--- config.mk ---
export PLATFORM = sky130hd
export DESIGN_NAME = sram_pattern_tester
export DESIGN_NICKNAME = d
export VERILOG_FILES = /design/src/rtl/sram_pattern_tester.sv
export SDC_FILE = /design/constraint.sdc
export NUM_CORES = 1
export LEC_CHECK = 0
export CAP_MARGIN = 30
export CORE_UTILIZATION = 50
export CTS_CLUSTER_DIAMETER = 40
export DETAILED_ROUTE_END_ITERATION = 8
export PLACE_DENSITY = 0.79
export SKIP_CTS_REPAIR_TIMING = 1
export SLEW_MARGIN = 20
export SYNTH_ARGS = -nofsm -noshare
export SYNTH_HDL_FRONTEND = slang
export SYNTH_SLANG_ARGS = --single-unit
--- constraint.sdc ---
create_clock -name clk -period 2.61 [get_ports clk]
set_input_delay 0.3915 -clock clk [delete_from_list [all_inputs] [get_ports clk]]
set_output_delay 0.3915 -clock clk [all_outputs]
set_load 0.01 [all_outputs]
--- src/rtl/sram_pattern_tester.sv ---
// sram_pattern_tester: two-pass write-all/read-all/compare sweep driving spi_sram_encoder.
// Optional encoder watchdog enabled by defining SRAM_TESTER_TIMEOUT_EN.
module sram_pattern_tester #(
  parameter int                         WORD_WIDTH     = 16,
  parameter int                         ADDRESS_WIDTH  = 16,
  parameter logic [ADDRESS_WIDTH-1:0]   START_ADDR     = '0,
  parameter logic [ADDRESS_WIDTH-1:0]   END_ADDR       = {ADDRESS_WIDTH{1'b1}},
  parameter logic [WORD_WIDTH-1:0]      SEED           = 'h5555,
  parameter int                         TIMEOUT_CYCLES = 1024
) (
  input  logic                     clk,
  input  logic                     reset_n,
  input  logic                     start,
  output logic                     running,
  output logic                     done,
  output logic                     pass,
  output logic [15:0]              error_count,
  output logic [ADDRESS_WIDTH-1:0] fail_address,
  output logic [WORD_WIDTH-1:0]    fail_expected,
  output logic [WORD_WIDTH-1:0]    fail_actual,
  output logic                     timeout,
  output logic                     sram_request,
  input  logic                     sram_busy,
  input  logic                     sram_initialized,
  output logic [ADDRESS_WIDTH-1:0] sram_address,
  output logic                     sram_write_enable,
  output logic [WORD_WIDTH-1:0]    sram_write_data,
  input  logic [WORD_WIDTH-1:0]    sram_read_data
);
  localparam logic [2:0] S_IDLE      = 3'd0;
  localparam logic [2:0] S_WAIT_INIT = 3'd1;
  localparam logic [2:0] S_WR_REQ    = 3'd2;
  localparam logic [2:0] S_WR_WAIT   = 3'd3;
  localparam logic [2:0] S_RD_REQ    = 3'd4;
  localparam logic [2:0] S_RD_WAIT   = 3'd5;
  localparam logic [2:0] S_NEXT      = 3'd6;
  localparam logic [2:0] S_DONE      = 3'd7;
  logic [2:0]               state;
  logic                     pass_num;
  logic [ADDRESS_WIDTH-1:0] addr;
  logic [WORD_WIDTH-1:0]    pattern, expected;
  logic                     at_end, accept, mismatch, writing, tmo_hit;
  assign pattern           = WORD_WIDTH'(addr) ^ SEED;
  assign expected          = pass_num ? ~pattern : pattern;
  assign at_end            = addr == END_ADDR;
  assign accept            = start && (state == S_IDLE || state == S_DONE);
  assign mismatch          = sram_read_data != expected;
  assign writing           = state == S_WR_REQ || state == S_WR_WAIT;
  assign running           = state != S_IDLE && state != S_DONE;
  assign sram_request      = state == S_WR_REQ || state == S_RD_REQ;
  assign sram_address      = addr;
  assign sram_write_enable = writing;
  assign sram_write_data   = writing ? expected : '0;
  assign pass              = done && error_count == '0 && !timeout;
`ifdef SRAM_TESTER_TIMEOUT_EN
  localparam int TW = $clog2(TIMEOUT_CYCLES + 1);
  logic [TW-1:0] tmo_cnt, tmo_eff;
  logic [2:0]    prev_state;
  logic          active;
  // Counter restarts whenever the FSM lands in a new state.
  assign active  = state inside {S_WR_REQ, S_WR_WAIT, S_RD_REQ, S_RD_WAIT};
  assign tmo_eff = state != prev_state ? '0 : tmo_cnt;
  assign tmo_hit = active && tmo_eff == TW'(TIMEOUT_CYCLES - 1);
  always_ff @(posedge clk or negedge reset_n)
    if (!reset_n) begin
      prev_state <= S_IDLE;
      tmo_cnt    <= '0;
      timeout    <= 1'b0;
    end else begin
      prev_state <= state;
      tmo_cnt    <= active ? tmo_eff + 1'b1 : '0;
      timeout    <= accept ? 1'b0 : (timeout | tmo_hit);
    end
`else
  assign tmo_hit = 1'b0;
  assign timeout = 1'b0;
`endif
  always_ff @(posedge clk or negedge reset_n)
    if (!reset_n) begin
      state         <= S_IDLE;
      pass_num      <= 1'b0;
      addr          <= '0;
      done          <= 1'b0;
      error_count   <= '0;
      fail_address  <= '0;
      fail_expected <= '0;
      fail_actual   <= '0;
    end else if (accept) begin
      state         <= sram_initialized ? S_WR_REQ : S_WAIT_INIT;
      pass_num      <= 1'b0;
      addr          <= START_ADDR;
      done          <= 1'b0;
      error_count   <= '0;
      fail_address  <= '0;
      fail_expected <= '0;
      fail_actual   <= '0;
    end else if (tmo_hit) begin
      state <= S_DONE;
      done  <= 1'b1;
    end else begin
      case (state)
        S_WAIT_INIT: if (sram_initialized) state <= S_WR_REQ;
        S_WR_REQ:    if (sram_busy) state <= S_WR_WAIT;
        S_RD_REQ:    if (sram_busy) state <= S_RD_WAIT;
        S_WR_WAIT: if (!sram_busy) begin
          state <= at_end ? S_RD_REQ : S_WR_REQ;
          addr  <= at_end ? START_ADDR : addr + 1'b1;
        end
        S_RD_WAIT: if (!sram_busy) begin
          if (mismatch) begin
            if (error_count == '0) begin
              fail_address  <= addr;
              fail_expected <= expected;
              fail_actual   <= sram_read_data;
            end
            if (error_count != '1) error_count <= error_count + 1'b1;
          end
          state <= at_end ? S_NEXT : S_RD_REQ;
          if (!at_end) addr <= addr + 1'b1;
        end
        S_NEXT: begin
          state    <= pass_num ? S_DONE : S_WR_REQ;
          done     <= pass_num;
          pass_num <= 1'b1;
          addr     <= START_ADDR;
        end
        default: ;
      endcase
    end
endmodule
Word level (Yosys, flattened, before mapping)
Cells that the tools add are included.
{ "op_classes": {"n_addsub": 2, "eq_ne": 18, "muxes": 43, "bitwise_logic": 2, "reduce_logical": 20} }
{ "op_table": {"columns": ["cell", "n"], "rows": [
  ["two-way mux 16 bit", 27],
  ["one-hot mux 16 bit (3 select lines)", 1],
  ["adder 16 x 1 -> 16 bit, second input constant", 2],
  ["two-way mux 3 bit", 8],
  ["!= test 3 bit, second input constant", 7],
  ["one-hot mux 3 bit (6 select lines)", 1],
  ["equality test 16 bit, second input constant", 1],
  ["zero test 16 bit", 1],
  ["!= test 16 bit", 1],
  ["!= test 16 bit, second input constant", 1],
  ["inverter 16 bit", 1],
  ["equality test 3 bit, second input constant", 4],
  ["AND reduction 4 bit", 3],
  ["nonzero test 2 bit", 5],
  ["inverter 8 bit", 1],
  ["nonzero test 7 bit", 1],
  ["equality test 3 x 2 -> 1 bit, second input constant", 2],
  ["AND reduction 6 bit", 1],
  ["two-way mux 1 bit", 4],
  ["two-way mux 2 bit", 2],
  ["nonzero test 4 bit", 1],
  ["equality test 3 x 1 -> 1 bit, second input constant", 1],
  ["logical AND 1 bit", 3],
  ["zero test 3 bit", 1],
  ["3 further kinds", 5]
]} }
{ "totals": {"reg_bits": 85, "in_bits": 21, "output_inout_bits": 102, "elab_cells": 93} }

Logic depth before layout (Yosys ltp)
{ "depth": {"word_depth": 8, "mapped_depth": 9, "mapped_depth_nobuf": 7} }

Worst setup path before layout
No wires, ideal clock.
{ "synth_path": {"path_type": "reg2reg", "startpoint": "register addr[3] (netlist: sram_address[3])", "endpoint": "register fail_expected[0]", "t_arrival_ps": 2235, "slack_ps": 248, "stages_incl_launch_ff": 9, "synth_period_minus_slack_ps": 2362, "cell_sequence": "dfrtp_1 -> buf_4 -> xnor2_1 -> or4_1 -> mux2_2 -> nor4_4 -> o21ai_2 -> buf_6 -> mux2_1"} }
{ "synth_between": {"elab_chain_len": 5} }
{ "synth_rtl": {"columns": ["item", "line", "rtl"], "rows": [
  ["start, declared", "40", "logic [ADDRESS_WIDTH-1:0] addr;"],
  ["start signal, assigned", "107", "addr <= at_end ? START_ADDR : addr + 1'b1;"],
  ["start signal, assigned", "119", "if (!at_end) addr <= addr + 1'b1;"],
  ["inverter 16 bit", "44", "assign expected = pass_num ? ~pattern : pattern;"],
  ["two-way mux 16 bit *", "44", null],
  ["!= test 16 bit *", "47", "assign mismatch = sram_read_data != expected;"],
  ["nonzero test 2 bit (no source line) *", null, null],
  ["AND reduction 4 bit (no source line) *", null, null],
  ["end signal, assigned", "113", "fail_expected <= expected;"],
  ["end, declared", "19", "output logic [WORD_WIDTH-1:0] fail_expected,"]
]} }
Every way passes the cells marked *; elsewhere a longest branch is shown, timed or not.
A chain may end at the register's enable or synchronous reset.

Worst setup path after layout
{ "layout_path": {"startpoint": "register pass_num", "endpoint": "output port sram_write_data[10]"} }
{ "layout_between": {"elab_chain_len": 2} }
{ "layout_rtl": {"columns": ["item", "line", "rtl"], "rows": [
  ["start, declared", "39", "logic pass_num;"],
  ["start signal, assigned", "81", "pass_num <= 1'b0;"],
  ["start signal, assigned", "90", "pass_num <= 1'b0;"],
  ["start signal, assigned", "124", "pass_num <= 1'b1;"],
  ["two-way mux 16 bit", "44", null],
  ["two-way mux 16 bit", "53", "assign sram_write_data = writing ? expected : '0;"],
  ["end, declared", "27", "output logic [WORD_WIDTH-1:0] sram_write_data,"]
]} }
No other way between the ends.

==> impl_results.md <==
* Combinational share of power at 0.442
* Post-synth ARST share at 1.000
* Syn_nets at approximately 550
* Leak at 0.002986 uW
* Place WS at -0.1491 ns
* CP Capture Type: output port
* Leading post-synthesis cells by cell area: dfrtp_1 43%, mux2i_1 6.5%, nand2_1 4.2%
* Post-route cell area at approximately 0.0067 mm2
* Ys flop type: dfrtp_1
* Worst IR Drop VDD at 0.5311 mV
* Worst relative slew slack at 0.6153
* CP delay by family, top: buffers and inverters
* Critical path cell sequence: buf_4, xor2_1, nor2_1, clkdlybuf4s50_1
* Max Slew Vio Count at 0
* Routed via count at 4,570
* Root Driver: clkbuf_8
* Net Sw Frac at 0.3601
* Vias in the first global route at 4,543
* Area Growth Syn to Fin at 36.22%
* Worst Skew at approximately 0.013 ns
* Fin crit period at 2.466 ns
* Antenna viol nets, final at 0
* Reg2reg setup slack at roughly 0.25 ns
* Critical path class: reg -> out
* Final core occ at 0.7115
* Netlist cell types at 59
* Htree depth at 3
* I/O pin total at 123
* DRT Wirelength at 13.94 mm
* Top-area cell type share of the netlist area at 0.4346
* Overall routing resource usage at 0.2869
* Final setup fails at 0
* CP max stage cell: clkdlybuf4s50_1
* Initial Utilization at 0.5223
* Post-synth top cells: 85 x dfrtp_1, 55 x nand2_1, 51 x nor2_1
* Clock Pin Slew Worst Setup and Hold Paths at 0.10 ns
* Die X at 100.9 um
* CP Max Fanout at 20
* Crit path buf inv count at 2
* DR vias/cell at 5.684
* Number of buffers created by CTS at 9
* Final net count at 694
* Mapped Cells at 528
* Average cell area after synthesis at 9.270 um2
* Clock Power Share at 0.166
* P_sw at 1931 uW
* M2 GR Usage at 0.4689
* Int Power at 3431 uW
* Max Clk Rate at 0.4055 GHz
* Hold Vio Cnt, Final at 0
* Tot Pwr at between 5000 and 6000 uW
* Post-DP HPWL at 9.999 mm
* Max incr delay on CP at 0.55 ns
* ANT cells at 0
* Final period util at 0.9449
* Die Area at 0.01019 mm2
* Met3 usage at 0.05201
* CTS tree: built
* Synth warn at 0
* DRC viols at 0
* Longest Clk Path Bufs at 2
* Clock Latency Late Sink at 0.36 ns
* Post-synth EDFFs at 0
* Grt met1 use at 0.3771
* Worst Hold Class: in -> async
* Busiest grt layer: met2
* Seq/Total Area, Yosys at 0.4346
* Share of layout cells above drive strength 1 at 0.1215
* Sink Count at 85
* Die Y at 100.9 um
* Sequential Power Share at 0.392
* Initial DRC count at 303
* CP Launch Type: flip-flop
* Core area at 0.009371 mm2
* Pwr per Cell Area at between 800 and 900 mW/mm2
* Worst Setup Slack, final at 0.1439 ns
* Arr. time, crit path at 2.07 ns
* Row count at 35
* Most frequent cell after synthesis: dfrtp_1
* DRT Pass-1 Iters at 5
* Initial antenna violation count at 0
* Synthesized flop and latch total at 85
* Area leader, netlist: dfrtp_1
* Worst-margin pin slew at 0.5770 ns
* Worst EP required at around 2.2 ns
* Gpl congestion at 0.8833
* Unrepaired setup endpoints after global routing: false
* First-pass GRT wire length at between 20 and 25 mm
* Synthesized area at 0.004895 mm2
* Status: finished clean
* Largest net degree at the start of global routing at 45
* GRT Residual Overflow at 0
* Max_cap viols at 0
* Wire length per cell at 17.34 um
* Dpl cell area at 0.006479 mm2
* Port Buf Inserts at 121
[sequential cells by signal, summed over array words and instances, names as in the netlist]
signal,count
sram_address,16
pass_num,1
state,3
error_count,16
fail_expected,16
done,1
fail_address,16
fail_actual,16
[worst paths after layout]
path | from | endpoint | cells after the start
worst max-delay path | pass_num | sram_write_data[10] | 4
worst min-delay path | reset_n | fail_actual[11] | 1
worst max register to register | sram_address[14] | fail_expected[15] | 7
worst min register to register | fail_expected[13] | fail_expected[13] | 1
max in group asynchronous | reset_n | sram_address[6] | 2
min in group clk | fail_expected[13] | fail_expected[13] | 1
[cell usage in the layout, fill, tap and decap left out, types with 8 or more instances in the layout]
cell	n
a21oi_1	14
and3_1	8
buf_4	46
clkbuf_8	9
clkdlybuf4s50_1	119
dfrtp_1	85
inv_1	44
mux2_2	11
mux2i_1	32
nand2_1	55
nand3_1	16
nand4_1	8
nor2_1	51
o211ai_1	11
o31ai_1	8
xnor2_1	20
xor2_1	20
[worst register-to-register path: cells and delay by family (launching register included)]
family | cells | cell delay, ns
multiplexers | 2 | 0.64
flip-flops | 1 | 0.41
AND/OR/NAND/NOR | 2 | 0.73
AO/OA/AOI/OAI | 1 | 0.10
buffers and inverters | 1 | 0.18
XOR/XNOR | 1 | 0.18
[per-layer routing]
metal  vias to the layer above  wire length, um
met5                         -                0
met4                         0              404
met3                        48             1129
met2                       228             6657
met1                      2190             5752
li1                       2104                -
[cell type report]
class                      instances  area (um2)
tap                              129       161.4
inverter                          44       165.2
sequential                        85        2127
clock inverter                     7       56.30
clock buffer                       9       123.9
timing repair buffer             169        1609
fill                             744        2704
multi-input combinational        361        2425
[power groups by stage]
stage,registers (uW),clock network (uW),logic [uW]
floorplan,2240,0,846
global placement,2100,0,2310
detailed placement,2110,0,2360
CTS,2100,901,2380
global route,2140,951,2550
finish,2100,891,2370
[cell families (layout without fill, tap and decap cells)]
logic type / after synthesis / count (layout) / share of synthesized area
muxes: 50 / 50 / 0.1069
xor gates and xnor gates: 40 / 40 / 0.07158
and+or+nand+nor: 184 / 184 / 0.1846
other: 1 / 1 / 0.0007661
DFF: 85 / 85 / 0.4346
adders and majority gates: 3 / 3 / 0.007670
buffers and inverters: 82 / 229 / 0.07285
AOI/OAI and AO/OA: 83 / 83 / 0.1212
[per-stage QoR]
stage / instances / TNS, ns / hold slack, ns
after global placement: 788 / -6.291 / 0.4278
final: 804 / 0 / 0.009560
after detailed placement: 788 / -6.226 / 0.4334
after global routing: 804 / 0 / 0.05444
after floorplan: 528 / 0 / 0.09591
after CTS: 804 / -0.02198 / 0.03969
Power figures use the tool's default switching activity.
==> RTL edit, RTL diff (same settings) <==
Put one more register stage on the output `fail_address`, with the module's reset. The value now appears one clock later. The other outputs are not delayed to match.
--- a/src/rtl/sram_pattern_tester.sv
+++ b/src/rtl/sram_pattern_tester.sv
@@ -35,6 +35,8 @@
   localparam logic [2:0] S_RD_WAIT   = 3'd5;
   localparam logic [2:0] S_NEXT      = 3'd6;
   localparam logic [2:0] S_DONE      = 3'd7;
+
+  logic [ADDRESS_WIDTH-1:0] fail_address_s0;
   logic [2:0]               state;
   logic                     pass_num;
   logic [ADDRESS_WIDTH-1:0] addr;
@@ -82,7 +84,7 @@
       addr          <= '0;
       done          <= 1'b0;
       error_count   <= '0;
-      fail_address  <= '0;
+      fail_address_s0 <= '0;
       fail_expected <= '0;
       fail_actual   <= '0;
     end else if (accept) begin
@@ -91,7 +93,7 @@
       addr          <= START_ADDR;
       done          <= 1'b0;
       error_count   <= '0;
-      fail_address  <= '0;
+      fail_address_s0 <= '0;
       fail_expected <= '0;
       fail_actual   <= '0;
     end else if (tmo_hit) begin
@@ -109,7 +111,7 @@
         S_RD_WAIT: if (!sram_busy) begin
           if (mismatch) begin
             if (error_count == '0) begin
-              fail_address  <= addr;
+              fail_address_s0 <= addr;
               fail_expected <= expected;
               fail_actual   <= sram_read_data;
             end
@@ -127,4 +129,12 @@
         default: ;
       endcase
     end
+  always_ff @(posedge clk or negedge reset_n) begin
+      if (!reset_n) begin
+          fail_address <= '0;
+      end else begin
+          fail_address <= fail_address_s0;
+      end
+  end
+
 endmodule
Formal check against the unedited RTL: no difference found for any inputs over 10 cycles, from zero or initial values and one cycle with reset_n low; that may be too few to reach the edited logic, so the function may still have changed.
==> RTL edit against the unedited design <==
Routed wire length up 5.5%. Total power down 7.2%. Setup slack worse by 0.055 ns. Combinational power down 24%. Sequential cell count up 16. Worst hold slack better by 0.012 ns. Design area up 7.1%. Synthesized area up 10%. Critical endpoint is now sram_write_data[7]. Largest power group is now registers.
==> RTL edit: results (changes against the unedited design) <==
[final_layout]
share_of_cells_above_drive_strength_1_pct=13.49  ; +1.3 points
num_antenna_cells=0  ; unchanged
final_nets=716  ; +3.2%
filler_cell_count=818  ; +9.9%

[clocking]
insertion_delay_ns=0.38  ; +0.02 ns
depth_of_the_cts_h_tree=3  ; unchanged
clock_path_buffers=2  ; unchanged

[route]
drt-vias-per-instance=5.703  ; +0.34%
drt_iter0_drc=285  ; -5.9%
detailedRoute.firstPassIterationCount=5  ; unchanged
drt-total-wl_um=14720  ; +5.5%
dr_total_vias=4751  ; +4.0%

[grt]
antenna_found_initial=0  ; unchanged
grt_pass1_wl_um=23750  ; +5.2%
first_global_vias=4704  ; +3.5%
gr-usage-all-layers_pct=26.98  ; -1.7 points
grt_start_max_net_pins=49  ; +8.9%

[synthesis]
cells_taking_the_most_area_after_synthesis=sky130_fd_sc_hd__dfrtp_1 (47%), sky130_fd_sc_hd__mux2i_1 (5.4%), sky130_fd_sc_hd__mux2_2 (4.6%)
syn-mean-instance-area_um2=9.578  ; +3.3%
synth_compound_gate_area_share_pct=9.623  ; -2.5 points
synth-seq-area-share_pct=46.95  ; +3.5 points
synth.top_cells.by_count=sky130_fd_sc_hd__dfrtp_1 (101), sky130_fd_sc_hd__nor2_1 (57), sky130_fd_sc_hd__nand2_1 (48)
synth_xor_area_share_pct=6.834  ; -0.32 points
synth.area.mux_share_pct=9.995  ; -0.69 points
yosys.cell_types.count=56  ; -5.1%
synth-adder-area-share_pct=0.6974  ; -0.070 points
net_count_of_the_mapped_netlist=586  ; +6.2%

[timing]
timing.slew.headroom_pct=56.24  ; -5.3 points
timing.clock.skew_ns=0.01432  ; +0.0008725 ns
timing.fmax_ghz=0.3966  ; -2.2%

[power]
leakagePower_nw=3.377  ; +13%
ir_worst_vdd_mv=0.5362  ; +0.96%

[placement]
port_buffers=121  ; unchanged
dp_hpwl_um=10440  ; +4.4%
dp.cells=816  ; +3.6%
finalWeightedCongestion=0.8695  ; -1.6%

[setup_path]
cp_top_family=buffers and inverters
critPathMaxFanout=18  ; -10%
critPathArrivalTime_ns=2.13  ; +0.06 ns
crit_path_max_incr_delay_ns=0.55  ; about the same

[status]
status=finished clean

[RTL edit: cell count changes after synthesis, moves of 5 or more]
cell                       before  now
sky130_fd_sc_hd__dfrtp_1       85  101
sky130_fd_sc_hd__nor4_1         5   17
sky130_fd_sc_hd__mux2_2        11   22
sky130_fd_sc_hd__o211ai_1      11    3
sky130_fd_sc_hd__o21ai_0        7   15
sky130_fd_sc_hd__mux2_1         7    0
sky130_fd_sc_hd__nand2_1       55   48
sky130_fd_sc_hd__clkbuf_1      22   28
sky130_fd_sc_hd__nor2_1        51   57
sky130_fd_sc_hd__and2_1         5    0
sky130_fd_sc_hd__nand4_1        8   13
[RTL edit: stage by stage]
| stage | power (mW) | worst slack [ns] | area [µm²] | TNS, ns | hold slack [ns] |
|---|---|---|---|---|---|
| finish | 4.975 | 0.08881 | 7143 | 0 | 0.02173 |
| detailed placement | 4.006 | -0.3040 | 6918 | -14.39 | 0.3580 |
| global placement | 3.954 | -0.1972 | 6918 | -7.968 | 0.3591 |
| CTS | 4.988 | -0.001187 | 7109 | -0.001893 | 0.04282 |
| floorplan | 2.999 | 0.1417 | 5383 | 0 | 0.09591 |
| global route | 5.238 | -0.0002229 | 7143 | -0.0002229 | 0.06964 |
[RTL edit: power breakdown]
group / switching (mW) / internal (mW) / total, mW
combinational: 0.843 / 0.970 / 1.81
sequential: 0.253 / 1.93 / 2.19
clock: 0.603 / 0.372 / 0.975
[RTL edit: path summary, 6_finish.rpt]
check / startpoint / end / slack (ns) / cells past startpoint
max: state[2] / sram_write_data[7] / 0.09 / 5
min: reset_n / fail_address[0] / 0.02 / 1
max reg2reg: sram_address[4] / fail_address_s0[6] / 0.16 / 7
min reg2reg: fail_address_s0[4] / fail_address[4] / 0.38 / 0
max in group asynchronous: reset_n / pass_num / 1.86 / 2
min in group clk: fail_address_s0[4] / fail_address[4] / 0.38 / 0
[RTL edit: cell type report]
cell class              count  area share, %
repair buffers            165          22.47
inverters                  46          2.417
clock buffers               9          1.734
multi-input cells         369          34.65
clock inverters             7         0.9459
well taps                 136          2.382
flip-flops and latches    101          35.40
[RTL edit: cells by family (layout without fill, tap and decap cells)]
kind of cell,count (synthesis),after routing
flops,101,101
xor+xnor,42,42
mux,51,51
simple gates,198,198
compound gates,74,74
other cells,1,1
fa+ha+maj,3,3
buf+inv,92,227
[RTL edit: routing by layer]
metal  vias up  track usage (%)  share of wire (%)  wire length (µm)
met5         -                0                  0                 0
met4         0            12.20                2.7               396
met3        29            4.453                7.2              1055
met2       211            42.25                 46              6834
met1      2326            36.77                 44              6429
li1       2185                -                  -                 -
